**src/rtl/arb_rr_n.sv**
```systemverilog
// arb_rr_n: N-channel valid/ready arbiter with a single registered output stage.
// Channels compete for one output register; the winner is chosen either by
// fixed priority (lowest index wins) or by round-robin starting at a rotating
// pointer. Losing channels see ready low and must hold their request.
module arb_rr_n #(
  parameter int p_st_bits = 32,
  parameter int p_num_ch  = 8,
  parameter int p_mode    = 0,
  parameter int p_ch_bits = (p_num_ch > 1) ? $clog2(p_num_ch) : 1
) (
  input  logic                          clk,
  input  logic                          rst,
  input  logic [p_num_ch*p_st_bits-1:0] iSnkData,
  input  logic [p_num_ch-1:0]           iSnkValid,
  output logic [p_num_ch-1:0]           oSnkReady,
  output logic [p_st_bits-1:0]          oSrcData,
  output logic                          oSrcValid,
  output logic [p_ch_bits-1:0]          oSrcChan,
  input  logic                          iSrcReady
);

  logic [p_st_bits-1:0] data_q;
  logic                 valid_q;
  logic [p_ch_bits-1:0] chan_q;
  logic [p_ch_bits-1:0] ptr;
  logic [p_ch_bits-1:0] win;
  logic [p_st_bits-1:0] win_data;
  logic                 any_valid;
  logic                 ld;

  // The output register may accept a word when empty or being drained now.
  assign ld = ~valid_q | iSrcReady;

  // Scan channels starting at the pointer (always 0 in fixed-priority mode),
  // wrapping around, and take the first valid one as the winner.
  always_comb begin
    int idx;
    win       = '0;
    win_data  = '0;
    any_valid = 1'b0;
    idx       = 0;
    for (int k = 0; k < p_num_ch; k++) begin
      idx = int'(ptr) + k;
      if (idx >= p_num_ch) idx = idx - p_num_ch;
      if (!any_valid && iSnkValid[idx]) begin
        any_valid = 1'b1;
        win       = p_ch_bits'(idx);
        win_data  = iSnkData[idx*p_st_bits +: p_st_bits];
      end
    end
  end

  // Grant exactly the winner, only when the output stage can load and
  // never while reset is held.
  always_comb begin
    oSnkReady = '0;
    if (ld && any_valid && rst) oSnkReady[win] = 1'b1;
  end

  // Output stage: load the winner, empty out when nothing is offered,
  // or hold everything while the downstream stalls.
  always_ff @(posedge clk or negedge rst) begin
    if (!rst) begin
      data_q  <= '0;
      valid_q <= 1'b0;
      chan_q  <= '0;
    end else if (ld) begin
      if (any_valid) begin
        data_q  <= win_data;
        chan_q  <= win;
        valid_q <= 1'b1;
      end else begin
        valid_q <= 1'b0;
      end
    end
  end

  generate
    if (p_mode == 1) begin : g_rr
      logic [p_ch_bits-1:0] ptr_next;
      logic [p_ch_bits-1:0] ptr_q;

      assign ptr_next = (win == p_ch_bits'(p_num_ch - 1)) ? '0 : win + 1'b1;
      assign ptr      = ptr_q;

      // The pointer moves just past the winner on every sink transfer so the
      // channel that was just served drops to lowest priority.
      always_ff @(posedge clk or negedge rst) begin
        if (!rst) begin
          ptr_q <= '0;
        end else if (ld && any_valid) begin
          ptr_q <= ptr_next;
        end
      end
    end else begin : g_fp
      assign ptr = '0;
    end
  endgenerate

  assign oSrcData  = data_q;
  assign oSrcValid = valid_q;
  assign oSrcChan  = chan_q;

endmodule
```
**config.mk**
```make
export PLATFORM = sky130hd
export DESIGN_NAME = arb_rr_n
export DESIGN_NICKNAME = d
export VERILOG_FILES = /design/src/rtl/arb_rr_n.sv
export SDC_FILE = /design/constraint.sdc
export NUM_CORES = 1
export LEC_CHECK = 0
export ABC_AREA = 0
export ABC_CLOCK_PERIOD_IN_PS = 2460
export BUFFER_PORTS_ARGS = -buffer_cell sky130_fd_sc_hd__buf_4
export CAP_MARGIN = 20
export CORE_AREA = 2 2 119 121
export DETAILED_ROUTE_END_ITERATION = 7
export DIE_AREA = 0 0 121 123
export HOLD_SLACK_MARGIN = 0.15
export RECOVER_POWER = 100
export SETUP_SLACK_MARGIN = 0.5
export SLEW_MARGIN = 5
export SYNTH_ARGS = -nofsm -noshare
export SYNTH_HDL_FRONTEND = slang
export SYNTH_SLANG_ARGS = --single-unit
```
**constraint.sdc**
```tcl
create_clock -name clk -period 2.46 [get_ports clk]
set_input_delay 0.492 -clock clk [delete_from_list [all_inputs] [get_ports clk]]
set_output_delay 0.492 -clock clk [all_outputs]
set_load 0.03 [all_outputs]
```
==> flow_metrics.env <==
export IMPL_yosysWarningCount=0
export IMPL_status="finished, final reports clean"
export IMPL_track_usage_pct=25.6
export IMPL_max_cap_violations=0
export IMPL_cts_htree_levels=2
export IMPL_worst_pin_slew_ns=1.02
export IMPL_synth_edff_count=0
export IMPL_synthesis_area_sq_um=3560
export IMPL_cts_sinks=36
export IMPL_synthArstFlopShare_pct=100
export IMPL_clock_fmax_mhz=419
export IMPL_drv_slew=0
export IMPL_die_w_um=121
export IMPL_slew_headroom_pct=31.8
export IMPL_numCtsBuffers=5
export IMPL_cpPeakStageDelay_ns=0.44
export IMPL_port_buffers=310
export IMPL_ff2ff_setup_slack_ns=0.47
export IMPL_die_height_um=123
export IMPL_min_delay_start="oSrcData[23]"
export IMPL_holdPathStages=1
export IMPL_cts_tree="yes"
export IMPL_hold_violations=0
export IMPL_rows=43
export IMPL_cp_cell_sequence="buf_8, or3_4, or3_4, a211oi_4, clkbuf_2"
export IMPL_syn_inst=465
export IMPL_avgSynthCellArea_sq_um=7.66
export IMPL_cp_slowest_cell="or3_4"
export IMPL_clk_latency_ns=0.28
export IMPL_totalWireLength_um=20700
export IMPL_max_vdd_ir_drop_mv=0.216
export IMPL_fin_crit_sh_pct=97.0
export IMPL_fin_crit_ns=2.39
export IMPL_synth_distinct_cells=42
export IMPL_crit_fanout=4
export IMPL_nFillCells=1329
export IMPL_hold_end="oSrcData[23]"
export IMPL_core_sq_um=13600
export IMPL_drt_pass1_iter_count=5
export IMPL_regToRegStartpoint="oSrcValid"
export IMPL_finalSetupTns_ns=0
export IMPL_clock_path_buffers=2
export IMPL_crit_arrival_ns=1.89
export IMPL_reg2reg_to="oSrcData[0]"
export IMPL_place_inst=935
export IMPL_multi_input_area_sq_um=2560
export IMPL_grt_pass1_wl_um=29200
export IMPL_synthFlopType="dfrtp_1"
export IMPL_synth_area_leaders="dfrtp_1, o32a_1, a22o_1"
export IMPL_synth_seq_area_share_pct=25.3
export IMPL_p_per_area_nw_per_um2=365
export IMPL_synthesis_nets=732
export IMPL_clock_root_buffer="clkbuf_16"
export IMPL_setup_worst_path_start_class="input port"
export IMPL_area_growth_pct=92.9
export IMPL_critPathKind="in2out"
export IMPL_final_net_count=1054
export IMPL_dpl_hpwl_um=14700
export IMPL_antenna_found_initial=0
export IMPL_p_leak_nw=3.04
export IMPL_synth_seq_cells=36
export IMPL_cp_required_ns=1.97
export IMPL_yosysTopAreaCell="dfrtp_1"
export IMPL_crit_top_cell="or3_4"
export IMPL_grt_max_degree=44
export IMPL_overflow=0
export IMPL_synth_top_cell_area_share_pct=25.3
export IMPL_r2r_cells=4
export IMPL_finClkSkew_ns=0.00929
export IMPL_dpl_cell_area_sq_um=6340
export IMPL_grt_pass1_vias=5427
export IMPL_die_area_sq_um=14900
export IMPL_diodes=0
export IMPL_globalplace_congestion=0.925
export IMPL_num_io_pins=311
export IMPL_vias=5372
export IMPL_drive_above_1_share_pct=47.2
export IMPL_utilization_pct=50.5
export IMPL_hold_buffers=0
export IMPL_drt_first_iter_violations=329
export IMPL_vias_per_cell=5.55
export IMPL_final_cell_area_sq_um=6880
export IMPL_wl_per_cell_um=21.4
export IMPL_seq_area_sq_um=901
export IMPL_power_total_mw=2.51
export IMPL_path_clk_slew_ns=0.06
export IMPL_hold_path_class="reg2reg"
export IMPL_grt_setup_unrepaired="true"
export IMPL_antenna_left=0
export IMPL_drc=0
export IMPL_finalSetupViolCount=0
export IMPL_initial_utilization_pct=26.2
export IMPL_endpoint_kind="primary output"
export IMPL_fin_cells=968
-- synthesized netlist by cell type, types with 3 or more instances --
master	instances
o22ai_1	30
nand2_1	35
clkbuf_1	40
o32a_1	31
dfrtp_1	36
nor2_1	10
a31oi_1	32
nor2b_1	4
a22o_1	31
a21oi_1	32
o21ai_0	3
buf_2	7
nand2b_1	5
or3_1	3
nand3b_1	32
a211oi_1	3
buf_1	5
o2bb2ai_1	30
nor3_1	37
inv_1	33
-- routing by layer --
| layer | vias to the layer above | share of wire (%) | track usage, % |
|---|---|---|---|
| met1 | 2546 | 39 | 30.5 |
| li1 | 2477 | - | - |
| met2 | 291 | 49 | 45.1 |
| met3 | 58 | 8.0 | 5.54 |
| met4 | 0 | 3.6 | 9.45 |
| met5 | - | 0 | 0 |
-- how the worst max path moves through the flow --
stage / slack (ns) / depth (start not counted) / end / start
after CTS: 0.10 / 5 / oSnkReady[5] / iSnkValid[3]
final: 0.07 / 5 / oSnkReady[1] / iSnkValid[3]
after global routing: 0.04 / 5 / oSnkReady[3] / iSnkValid[3]
after detailed placement: -0.02 / 5 / oSnkReady[5] / iSnkValid[3]
after floorplan: -0.01 / 7 / oSnkReady[5] / iSnkValid[1]
after global placement: -0.02 / 5 / oSnkReady[5] / iSnkValid[1]
-- per-stage QoR --
| step | setup WS (ns) | hold slack, ns |
|---|---|---|
| 2_1_floorplan | -0.0127 | 0.196 |
| 3_3_place_gp | -0.0159 | 0.484 |
| 3_5_place_dp | -0.0187 | 0.488 |
| 4_1_cts | 0.103 | 0.325 |
| 5_1_grt | 0.0421 | 0.506 |
| 6_report | 0.0747 | 0.493 |
-- critical path: cells and delay by family --
kind                   cells  cell delay [ns]
buffers and inverters      2             0.33
AOI/OAI and AO/OA          1             0.21
and+or+nand+nor            2             0.86
-- flip-flops by register name (all words and copies together) (netlist names) --
| register | cells |
|---|---|
| oSrcValid | 1 |
| oSrcData | 32 |
| oSrcChan | 3 |
-- where the power goes --
| part | leakage [nW] | switching, mW | internal (mW) |
|---|---|---|---|
| registers | 0.399 | 0.0412 | 0.663 |
| logic | 2.56 | 0.579 | 0.579 |
| clock network | 0.0766 | 0.249 | 0.400 |
-- timing repair --
item                       CTS  global route
gates resized for setup     45            15
cloned                       4             3
buffers inserted            15             3
pin swaps                   12             7
setup endpoints to repair   39            39
-- cells in the final DEF, fill, tap and decap left out, types with 6 or more instances in the layout --
cell type	instances
inv_1	32
a21oi_1	31
o2bb2ai_1	30
o22ai_1	30
o32a_1	31
clkbuf_2	9
clkbuf_16	7
buf_12	6
a31oi_1	29
nor3_1	32
nand2_1	34
clkbuf_1	39
buf_6	14
buf_4	292
nand3b_1	32
a22o_1	31
nor2_1	7
dfrtp_1	36
-- kinds of logic after synthesis --
group / after synthesis / share of synthesized area (%)
AO/OA/AOI/OAI: 206 / 43.5
buffers and inverters: 88 / 10.0
flip-flops: 36 / 25.3
multiplexers: 2 / 0.597
AND/OR/NAND/NOR: 133 / 20.6
-- layout make-up --
type	count	area share, %
Timing Repair Buffer	370	42.4
Multi-Input combinational cell	341	37.2
Sequential cell	36	13.1
Tap cell	180	3.28
Clock buffer	6	2.02
Inverter	33	1.84
Clock inverter	2	0.146
Power figures use the tool's default switching activity.
